### src/rtl/coeff_pair_loader_if.sv
// Bus bundle for coeff_pair_loader: control, ROM read port and
// coefficient-store write port grouped behind master/slave modports.
interface coeff_pair_loader_if #(
  parameter int IW = 7,
  parameter int CW = 12
);

  logic          start;
  logic          busy;
  logic          done;
  logic [8:0]    rom_addr;
  logic [15:0]   rom_data;
  logic          wr_en;
  logic          wr_ready;
  logic [IW-1:0] wr_addr;
  logic [CW-1:0] wr_even;
  logic [CW-1:0] wr_odd;

  // Loader side: drives addresses and write data.
  modport master (
    input  start,
    output busy,
    output done,
    output rom_addr,
    input  rom_data,
    output wr_en,
    input  wr_ready,
    output wr_addr,
    output wr_even,
    output wr_odd
  );

  // Environment side: ROM, coefficient store and controller.
  modport slave (
    output start,
    input  busy,
    input  done,
    input  rom_addr,
    output rom_data,
    input  wr_en,
    output wr_ready,
    input  wr_addr,
    input  wr_even,
    input  wr_odd
  );

endinterface

### src/rtl/coeff_pair_loader.sv
// Walks the pair ROM, unpacks each word into two coefficients and writes
// them out through a 2-entry buffer. Option macro: COEFF_LOADER_BITREV_EN.
module coeff_pair_loader #(
  parameter int PAIRS = 128,
  parameter int IW    = 7,
  parameter int DW    = 8,
  parameter int CW    = 12
) (
  input  logic                 clk,
  input  logic                 rst,
  coeff_pair_loader_if.master  bus
);

  localparam int CNTW = IW + 1;
  localparam logic [CNTW-1:0] NPAIRS = CNTW'(PAIRS);
  localparam logic [CNTW-1:0] LASTWR = CNTW'(PAIRS - 1);

  typedef enum logic {
    S_IDLE,
    S_RUN
  } state_e;

  state_e            state_q, state_d;
  logic [CNTW-1:0]   rd_idx_q, rd_idx_d;
  logic [CNTW-1:0]   wr_idx_q, wr_idx_d;
  logic              inflight_q, inflight_d;
  logic [1:0]        occ_q, occ_d;
  logic              rd_ptr_q, rd_ptr_d;
  logic              wr_ptr_q, wr_ptr_d;
  logic              done_q, done_d;
  logic [2*DW-1:0]   buf_q [2];
  logic [2*DW-1:0]   buf_d [2];

  logic              wr_en;
  logic              pop;
  logic              push;
  logic              issue;
  logic [2:0]        used;
  logic [2:0]        room;
  logic [2*DW-1:0]   head;
  logic [IW-1:0]     idx_map;

  // Handshake terms: a read may be issued while buffer plus in-flight
  // slot, after this cycle's pop, still leaves a free entry.
  always_comb begin
    wr_en = (occ_q != 2'd0);
    pop   = wr_en & bus.wr_ready;
    push  = inflight_q;
    used  = {1'b0, occ_q} + {2'b00, inflight_q};
    room  = 3'd2 + {2'b00, pop};
    issue = (state_q == S_RUN)
          & (rd_idx_q < NPAIRS)
          & (used < room);
  end

  // Next-state logic for the sequencer, counters and buffer.
  always_comb begin
    state_d    = state_q;
    rd_idx_d   = rd_idx_q;
    wr_idx_d   = wr_idx_q;
    inflight_d = issue;
    occ_d      = occ_q;
    rd_ptr_d   = rd_ptr_q;
    wr_ptr_d   = wr_ptr_q;
    done_d     = 1'b0;
    buf_d[0]   = buf_q[0];
    buf_d[1]   = buf_q[1];
    unique case (state_q)
      S_IDLE: begin
        if (bus.start) begin
          state_d  = S_RUN;
          rd_idx_d = '0;
          wr_idx_d = '0;
          occ_d    = 2'd0;
          rd_ptr_d = 1'b0;
          wr_ptr_d = 1'b0;
        end
      end
      S_RUN: begin
        if (issue) begin
          rd_idx_d = rd_idx_q + 1'b1;
        end
        if (push) begin
          buf_d[wr_ptr_q] = bus.rom_data;
          wr_ptr_d        = ~wr_ptr_q;
        end
        if (pop) begin
          rd_ptr_d = ~rd_ptr_q;
          wr_idx_d = wr_idx_q + 1'b1;
          if (wr_idx_q == LASTWR) begin
            state_d = S_IDLE;
            done_d  = 1'b1;
          end
        end
        occ_d = occ_q + {1'b0, push} - {1'b0, pop};
      end
      default: begin
        state_d = S_IDLE;
      end
    endcase
  end

  // State register with synchronous reset; reset abandons any load.
  always_ff @(posedge clk) begin
    if (rst) begin
      state_q    <= S_IDLE;
      rd_idx_q   <= '0;
      wr_idx_q   <= '0;
      inflight_q <= 1'b0;
      occ_q      <= 2'd0;
      rd_ptr_q   <= 1'b0;
      wr_ptr_q   <= 1'b0;
      done_q     <= 1'b0;
      buf_q[0]   <= '0;
      buf_q[1]   <= '0;
    end else begin
      state_q    <= state_d;
      rd_idx_q   <= rd_idx_d;
      wr_idx_q   <= wr_idx_d;
      inflight_q <= inflight_d;
      occ_q      <= occ_d;
      rd_ptr_q   <= rd_ptr_d;
      wr_ptr_q   <= wr_ptr_d;
      done_q     <= done_d;
      buf_q[0]   <= buf_d[0];
      buf_q[1]   <= buf_d[1];
    end
  end

`ifdef COEFF_LOADER_BITREV_EN
  // Bit-reversed pair index for NTT input ordering.
  always_comb begin
    idx_map = '0;
    for (int i = 0; i < IW; i++) begin
      idx_map[i] = wr_idx_q[IW-1-i];
    end
  end
`else
  // Natural pair index.
  always_comb begin
    idx_map = wr_idx_q[IW-1:0];
  end
`endif

  // Output drive: everything comes straight from registers.
  always_comb begin
    head         = buf_q[rd_ptr_q];
    bus.busy     = (state_q == S_RUN);
    bus.done     = done_q;
    bus.rom_addr = {{(9-IW){1'b0}}, rd_idx_q[IW-1:0]};
    bus.wr_en    = wr_en;
    bus.wr_addr  = idx_map;
    bus.wr_even  = {{(CW-DW){1'b0}}, head[2*DW-1:DW]};
    bus.wr_odd   = {{(CW-DW){1'b0}}, head[DW-1:0]};
  end

endmodule

### src/flat_wrapper.sv
// flat-port wrapper written by rule: the top's interface ports become plain ports
module coeff_pair_loader_flat 
#(
  parameter int PAIRS = 128,
  parameter int IW    = 7,
  parameter int DW    = 8,
  parameter int CW    = 12
)
  (clk, rst, bus_start, bus_busy, bus_done, bus_rom_addr, bus_rom_data, bus_wr_en, bus_wr_ready, bus_wr_addr, bus_wr_even, bus_wr_odd);
  coeff_pair_loader_if #(.IW(IW), .CW(CW)) bus_i ();
  input  logic clk;
  input  logic rst;
  input wire logic [$bits(bus_i.start)-1:0] bus_start;
  output wire logic [$bits(bus_i.busy)-1:0] bus_busy;
  output wire logic [$bits(bus_i.done)-1:0] bus_done;
  output wire logic [$bits(bus_i.rom_addr)-1:0] bus_rom_addr;
  input wire logic [$bits(bus_i.rom_data)-1:0] bus_rom_data;
  output wire logic [$bits(bus_i.wr_en)-1:0] bus_wr_en;
  input wire logic [$bits(bus_i.wr_ready)-1:0] bus_wr_ready;
  output wire logic [$bits(bus_i.wr_addr)-1:0] bus_wr_addr;
  output wire logic [$bits(bus_i.wr_even)-1:0] bus_wr_even;
  output wire logic [$bits(bus_i.wr_odd)-1:0] bus_wr_odd;
  assign bus_i.start = bus_start;
  assign bus_busy = bus_i.busy;
  assign bus_done = bus_i.done;
  assign bus_rom_addr = bus_i.rom_addr;
  assign bus_i.rom_data = bus_rom_data;
  assign bus_wr_en = bus_i.wr_en;
  assign bus_i.wr_ready = bus_wr_ready;
  assign bus_wr_addr = bus_i.wr_addr;
  assign bus_wr_even = bus_i.wr_even;
  assign bus_wr_odd = bus_i.wr_odd;
  coeff_pair_loader #(.PAIRS(PAIRS), .IW(IW), .DW(DW), .CW(CW)) u_core (.clk(clk), .rst(rst), .bus(bus_i));
endmodule
### config.mk
export PLATFORM = sky130hd
export DESIGN_NAME = coeff_pair_loader_flat
export DESIGN_NICKNAME = d
export VERILOG_FILES = /design/src/rtl/coeff_pair_loader_if.sv /design/src/rtl/coeff_pair_loader.sv /design/src/flat_wrapper.sv
export SDC_FILE = /design/constraint.sdc
export NUM_CORES = 1
export LEC_CHECK = 0
export CAP_MARGIN = 40
export CORE_MARGIN = 2
export CORE_UTILIZATION = 40
export DETAILED_ROUTE_END_ITERATION = 7
export PLACE_DENSITY = 0.66
export SYNTH_ARGS = -nofsm -noshare
export SYNTH_HDL_FRONTEND = slang
export SYNTH_SLANG_ARGS = --single-unit
### constraint.sdc
create_clock -name clk -period 2.3 [get_ports clk]
set_input_delay 0.345 -clock clk [delete_from_list [all_inputs] [get_ports clk]]
set_output_delay 0.345 -clock clk [all_outputs]
set_load 0.01 [all_outputs]
## Word level (Yosys, flattened, before mapping)

Memory sizes are Yosys's and may differ from the RTL's. A register that Yosys moved wholly into a read port is not among the register bits.
Cells that the tools add are included.

- Memories: 1
- RAM bits: 32
- Bits in registers: 23
- Input bits: 20
- Output and inout port bits: 43
- Word-level logic and storage cells: 69

- Add/sub/neg operators: 6
- Bitwise gates (word level): 10
- Order comparisons: 4
- Equality and inequality tests: 5
- Reduce and logical (&&, ||, !) cells: 6
- Mux-type cells: 29

Memories:

| memory | depth | bits a word | rd ports | clocked after Yosys merged registers in | wr ports | line | source |
|---|---|---|---|---|---|---|---|
| u_core.buf_q | 2 | 16 | 3 | 1 | 2 | coeff_pair_loader.sv:31 | `logic [2*DW-1:0] buf_q [2];` |

Operators with widths:

| operator | number |
|---|---|
| two-way mux 32 bit | 2 |
| two-way mux 16 bit | 3 |
| bitwise mux 32 bit | 1 |
| case mux 8 bit (2 select lines) | 2 |
| two-way mux 8 bit | 3 |
| adder 8 x 1 -> 8 bit, second input constant | 2 |
| demux 16 bit (select 1 bit) | 1 |
| two-way mux 1 bit | 12 |
| == test 8 x 7 -> 1 bit, second input constant | 1 |
| less-than comparator 8 bit, second input constant | 1 |
| inequality test 2 bit, second input constant | 4 |
| case mux 1 bit (2 select lines) | 3 |
| AND reduction 2 bit | 3 |
| inverter 1 bit | 4 |
| case mux 2 bit (2 select lines) | 1 |
| adder 2 x 1 -> 3 bit | 1 |
| adder 2 x 1 -> 3 bit, first input constant | 1 |
| AND 1 bit | 3 |
| less-than comparator 3 bit | 1 |
| OR reduction 3 bit | 1 |
| adder 2 x 1 -> 2 bit | 1 |
| greater-or-equal comparator 2 bit, second input constant | 1 |
| less-than comparator 2 x 1 -> 1 bit, second input constant | 1 |
| two-way mux 2 bit | 1 |
| other kinds (5) | 6 |

## Longest topological paths before layout

Gate-level depths: netlist (run 1).

- Depth after elaboration: 9
- Mapped depth: 6
- Mapped depth without buffers: 6

## Worst setup path before layout (run 1)

No wires, ideal clock.

- Kind: reg2reg
- From: reg u_core.occ_q[0]
- To: reg u_core.rd_idx_q[0]
- Buffers on the path: 0
- Stages on the path, launching flop included: 6
- Slack: 645 ps
- Setup time: 70 ps
- Period minus slack after synthesis: 1655 ps
- Required time: 2230 ps
- Arrival time: 1585 ps
- Cell sequence: dfxtp_1 -> ha_1 -> ha_1 -> or3b_1 -> or3_1 -> a21oi_1

- Word-level cells in the longest chain between the ends: 7
- Elaborated cells on any way between the ends: 8
- Classes of those cells: 2 x add/sub; 1 x order compare; 1 x eq/ne; 2 x bitwise; 2 x reduce/logical

RTL lines:

| element | line | source |
|---|---|---|
| start: declaration | coeff_pair_loader.sv:27 | `logic [1:0] occ_q, occ_d;` |
| start signal: assignment | coeff_pair_loader.sv:110 | `occ_q <= 2'd0;` |
| start signal: assignment | coeff_pair_loader.sv:121 | `occ_q <= occ_d;` |
| nonzero test 2 bit | coeff_pair_loader.sv:46 | `wr_en = (occ_q != 2'd0);` |
| AND 1 bit | coeff_pair_loader.sv:47 | `pop = wr_en & bus.wr_ready;` |
| adder 2 x 1 -> 3 bit | coeff_pair_loader.sv:50 | `room = 3'd2 + {2'b00, pop};` |
| less-than comparator 3 bit * | coeff_pair_loader.sv:53 | `& (used < room);` |
| AND 1 bit * | coeff_pair_loader.sv:53 |  |
| inequality test 2 bit (no line) * | n/a |  |
| AND reduction 2 bit (no line) * | n/a |  |
| end signal: assignment | coeff_pair_loader.sv:118 | `rd_idx_q <= rd_idx_d;` |
| end: declaration | coeff_pair_loader.sv:24 | `logic [CNTW-1:0] rd_idx_q, rd_idx_d;` |

Mark *: on every way between the ends. The rest lies on a longest branch, timed or not.
A chain may end at the register's enable or synchronous reset.

==> flow_metrics.tcl, run 1 <==
set metrics [dict create \
    drc_errors 0 \
    syn_area_sq_um 2680 \
    hp-class "in2reg" \
    clock.fmax_ghz 0.482 \
    yosysTopAreaCell "dfxtp_1" \
    diodes 0 \
    worstSetupEndpointType "output pin" \
    hpwl_um 3920 \
    synth_most_common_cell "nand2_1" \
    pwr-share-clk_pct 39.7 \
    numCtsBuffers 5 \
    post_cts_buffers 0 \
    postSynth.asyncResetShare_pct 0 \
    drtPass1Iterations 5 \
    seqPwrFrac_pct 51.7 \
    cp-start-kind "flip-flop" \
    crit_required_ns 1.96 \
    cap_violations 0 \
    cts_root_buf "clkbuf_8" \
    period_needed_ns 2.07 \
    p_comb_share_pct 8.7 \
    powerDensity_nw_per_um2 590 \
    p_leak_nw 1.20 \
    routed-wl-met3_um 219 \
    grt_pass1_vias 2128 \
    arrival_ns 1.73 \
    core.rowCount 29 \
    design.die.area_sq_um 7380 \
    cts_resized 0 \
    grt_usage_pct 16.4 \
    syn_to_final_growth_pct 22.3 \
    routed-via-count 2251 \
    crit_path_end "bus_wr_even[1]" \
    skew_ns 0.0115 \
    ys_seq_area_share_pct 41.8 \
    power_switching_mw 0.431 \
    holdWs_ns 0.412 \
    r2r_start "u_core.occ_q[0]" \
    grt_pass1_wl_um 9770 \
    wl_met1_um 2730 \
    routed_wl_um 5670 \
    drv_slew 0 \
    dr.max_layer_used "met4" \
    wl_per_cell_um 12.9 \
    cp_slowest_stage_delay_ns 0.49 \
    period_share_pct 90.2 \
    grt_max_degree 21 \
    rsz0062_at_grt "no" \
    insertion_delay_ns 0.32 \
    swShare_pct 22.3 \
    cts_buffer_depth 2 \
    drt_iter0_drc 72 \
    yosys.area_share.simple_pct 21.3 \
    syn_avg_cell_area_sq_um 8.26 \
    synth_seq_cells 56 \
    antenna_left 0 \
    critical-path-slowest-cell "clkdlybuf4s50_1" \
    io_buffer_count 52 \
    rrSetupSlack_ns 0.46 \
    start_util_pct 41.8 \
    antenna_found_initial 0 \
    cts_sinks 56 \
    synth_common_cells "73 x nand2_1, 56 x dfxtp_1, 42 x a21oi_1" \
    setup_viol 0 \
    yosysWarnings 0 \
    p_int_mw 1.51 \
    synth_edf_count 0 \
    nets 387 \
    grt_overflow 0 \
    synthAdderAreaFrac_pct 2.33 \
    die_w_um 85.9 \
    syn-instance-count 325 \
    via_per_inst 5.12 \
    synth_flop_cell "dfxtp_1" \
    peakVddDrop_uv 262 \
    hold_buffers 0 \
    muxShareOfSynthArea_pct 6.71 \
    synth-xor-area-share_pct 1.63 \
    synth_top_area_share_pct 41.8 \
    dr_wl_met2_um 2650 \
    synthTopCellsByArea "dfxtp_1 42%, nand2_1 10%, a21oi_1 7.8%" \
    hold_viol_final 0 \
    cts_tree "built" \
    placed_cells 432 \
    die_h_um 85.9 \
    status "complete, no violations" \
    core_area_sq_um 6420 \
    crit_chain "buf_4 > mux2_2 > clkdlybuf4s50_1" \
    path_clk_slew_ns 0.10 \
    synth.distinct_cells 43 \
    setup_tns_ns 0 \
    synth_top_family_by_area "simple AND/OR/NAND/NOR gates" \
    cp_max_fo 16 \
    io_pins 63 \
    reg2reg_to "u_core.rd_idx_q[4]" \
    ff2ff_path_depth 5 \
    final_cells 440 \
    critPathKind "reg2out" \
    h-tree-depth 2 \
    synth-compound-area-share_pct 15.7 \
    gp_congestion 0.828 \
    drive_above_1_share_pct 12.1 \
]
==> through the flow <==
stage	setup WS, ns	total power [mW]	cell area (sq um)	utilization [%]
after floorplan	0.645	1.12	2720	-
after global placement	0.302	1.19	3140	49.0
after detailed placement	0.256	1.19	3140	49.0
after CTS	0.200	1.96	3280	51.1
after global routing	0.135	2.03	3280	51.1
final	0.226	1.94	3280	51.1
==> sequential cells by signal, indices dropped and copies added, names as in the netlist, named ones only <==
register	cells
u_core.buf_q	32
u_core.rd_idx_q	8
u_core.wr_idx_q	8
u_core.occ_q	2
u_core.bus.busy	1
u_core.bus.done	1
u_core.inflight_q	1
u_core.rd_ptr_q	1
u_core.wr_ptr_q	1
==> power by group through the flow <==
stage / registers, mW / clock network [mW] / logic (mW)
after floorplan: 1.02 / 0 / 0.104
after detailed placement: 1.02 / 0 / 0.168
after global placement: 1.02 / 0 / 0.167
final: 1.00 / 0.768 / 0.168
after CTS: 1.00 / 0.787 / 0.169
after global routing: 1.01 / 0.836 / 0.185
==> routing by layer <==
layer | vias to the layer above | GRT usage (%)
li1 | 1151 | -
met1 | 1042 | 21.5
met2 | 54 | 27.3
met3 | 4 | 3.37
met4 | 0 | 4.76
met5 | - | 0
==> cell type report <==
class                      instances  area, sq um
tap                               77         96.3
fill                             595         3140
sequential                        56         1120
clock buffer                       5         68.8
inverter                           5         18.8
clock inverter                     3         68.8
timing repair buffer              62          591
multi-input combinational        232         1320
==> cells by family (layout without fill, tap and decap cells) <==
group,count (synthesis),after routing
DFF,56,56
xor gates and xnor gates,5,5
buffers and inverters,46,75
adders and majority gates,5,5
AOI/OAI and AO/OA,71,71
muxes,16,16
other,1,10
and+or+nand+nor,125,125
==> cell usage in the layout (no fill, tap or decap), drive strengths merged, types with 2 or more instances in the layout <==
master	count
nand2	73
dfxtp	56
clkdlybuf4s50	51
a21oi	42
mux2	16
nor2	13
buf	11
nand3	10
conb	10
o21ai	9
and3	6
inv	6
o211ai	5
a31oi	5
ha	5
clkbuf	5
nor3	4
xnor2	3
or3	3
nand4	3
or2	2
and2	2
o21a	2
nor2b	2
xor2	2
bufinv	2
a211oi	2
nor3b	2
==> worst min-delay path by stage <==
stage,from,end,slack [ns],cells after the start
final,rst,u_core.buf_q[1][11],0.41,2
after global routing,rst,u_core.buf_q[1][7],0.41,2
after CTS,rst,u_core.buf_q[1][7],0.41,2
after detailed placement,u_core.buf_q[1][10],u_core.buf_q[1][10],0.45,2
after global placement,u_core.buf_q[1][12],u_core.buf_q[1][12],0.44,2
after floorplan,rst,u_core.inflight_q,0.42,1
==> worst max-delay path, delay by kind of cell (launching register included) <==
kind / cells / cell delay, ns
DFF: 1 / 0.32
muxes: 1 / 0.37
buffers and inverters: 2 / 0.73
Note: power is estimated with default switching activity, not from simulation.
==> run 2: changes to the inputs <==
--- a/config.mk
+++ b/config.mk
@@ -6,10 +6,11 @@
 export NUM_CORES = 1
 export LEC_CHECK = 0
 export CAP_MARGIN = 40
+export CORE_ASPECT_RATIO = 0.6
 export CORE_MARGIN = 2
 export CORE_UTILIZATION = 40
 export DETAILED_ROUTE_END_ITERATION = 7
-export PLACE_DENSITY = 0.66
+export DONT_BUFFER_PORTS = 1
 export SYNTH_ARGS = -nofsm -noshare
 export SYNTH_HDL_FRONTEND = slang
 export SYNTH_SLANG_ARGS = --single-unit
==> flow_metrics.tcl, run 2 (synthesis results as in run 1) <==
set metrics [dict create \
    power_mw 1.86 \
    period_needed_ns 1.88 \
    grt_max_degree 52 \
    cts_buffer_depth 2 \
    diodes 0 \
    nets 330 \
    drtPass1Iterations 4 \
    design.die.area_sq_um 7400 \
    io_buffer_count 0 \
    final_cell_mix "73 x nand2_1, 56 x dfxtp_1, 42 x a21oi_1" \
    cts_sinks 56 \
    grt_pass1_wl_um 9140 \
    cts_tree "built" \
    grt_usage_pct 16.0 \
    gp_congestion 0.772 \
    core.rowCount 23 \
    routed_wl_um 5610 \
    worstMarginPinSlew_ns 0.675 \
    routed-via-count 2013 \
    numCtsBuffers 5 \
    cp-start-kind "flip-flop" \
    powerDensity_nw_per_um2 677 \
    period_share_pct 81.7 \
    post_cts_buffers 0 \
    path_clk_slew_ns 0.11 \
    setup_tns_ns 0 \
    fin_ws_ns 0.422 \
    cts_root_buf "clkbuf_8" \
    largest_register_ffs 32 \
    h-tree-depth 2 \
    die_w_um 110 \
    status "complete, no violations" \
    top_register "u_core.buf_q" \
    top_regs "u_core.buf_q (32), u_core.rd_idx_q (8), u_core.wr_idx_q (8)" \
    rsz0062_at_grt "no" \
    drc_errors 0 \
    syn_to_final_growth_pct 2.14 \
    insertion_delay_ns 0.31 \
    hold_buffers 0 \
    cp_max_fo 8 \
    antenna_found_initial 0 \
    die_h_um 67.5 \
    antenna_left 0 \
    via_per_inst 5.12 \
    clock.fmax_ghz 0.532 \
    drt_iter0_drc 104 \
    cap_violations 0 \
    io_pins 63 \
    hp-class "in2reg" \
    grt_overflow 0 \
    critPathKind "reg2reg" \
    wl_per_cell_um 14.3 \
    post-place-ws_ns 0.441 \
    grt_pass1_vias 1933 \
    hpwl_um 3960 \
    arrival_ns 2.05 \
    slew_headroom_pct 54.9 \
    mostFrequentLayoutCell "nand2_1" \
    peakVddDrop_uv 267 \
    setup_viol 0 \
    place_area_sq_um 2600 \
    core_area_sq_um 6590 \
    drv_slew 0 \
    drive_above_1_share_pct 12.4 \
    hold_viol_final 0 \
    fin_area_sq_um 2740 \
    cts_resized 0 \
    worstSetupEndpointType "flip-flop" \
    p_leak_nw 0.987 \
    skew_ns 0.0102 \
    start_util_pct 40.7 \
    crit_required_ns 2.48 \
]
run 2: changes by cell type in the layout (fill, tap and decap cells not counted), sizes merged:
cell,delta
clkdlybuf4s50,-51
buf,-6
run 2: final cells by class:
type | instances | area [sq um]
inverter | 5 | 18.8
clock buffer | 5 | 68.8
fill | 671 | 3850
timing repair buffer | 5 | 37.5
multi-input combinational | 232 | 1320
sequential | 56 | 1120
clock inverter | 3 | 68.8
tap | 87 | 109
run 2: final timing paths:
kind                                     startpoint             endpoint  slack [ns]  cells past startpoint
worst min-delay path                            rst   u_core.buf_q[0][7]         0.1                      1
worst min register to register  u_core.buf_q[1][12]  u_core.buf_q[1][12]        0.45                      2
worst max register to register    u_core.inflight_q   u_core.rd_idx_q[4]        0.42                      5
worst max-delay path              u_core.inflight_q   u_core.rd_idx_q[4]        0.42                      5
run 2: critical path, stage by stage, from the launching register on:
cell     delay, ns
dfxtp_1       0.40
ha_1          0.21
ha_1          0.21
or3b_1        0.43
o21ai_0       0.37
a31oi_1       0.13
run 2: metrics by stage:
step | instances | utilization (%) | hold slack, ns
global route | 393 | 41.6 | 0.0747
global placement | 385 | 39.5 | 0.420
finish | 393 | 41.6 | 0.0997
CTS | 393 | 41.6 | 0.0802
floorplan | 334 | - | 0.422
detailed placement | 385 | 39.5 | 0.423
run 2: routing by layer:
metal,wire [um],GRT usage (%)
met1,2810,22.4
met2,2310,24.2
met3,461,5.60
met4,21,2.85
met5,0,0
run 2: power breakdown:
group | switching [mW] | internal, mW | total [mW] | leakage (nW)
Clock | 0.327 | 0.438 | 0.766 | 0.0687
Sequential | 0.0192 | 0.984 | 1.00 | 0.452
Combinational | 0.0550 | 0.0319 | 0.0869 | 0.466
Total | 0.401 | 1.45 | 1.86 | 0.987
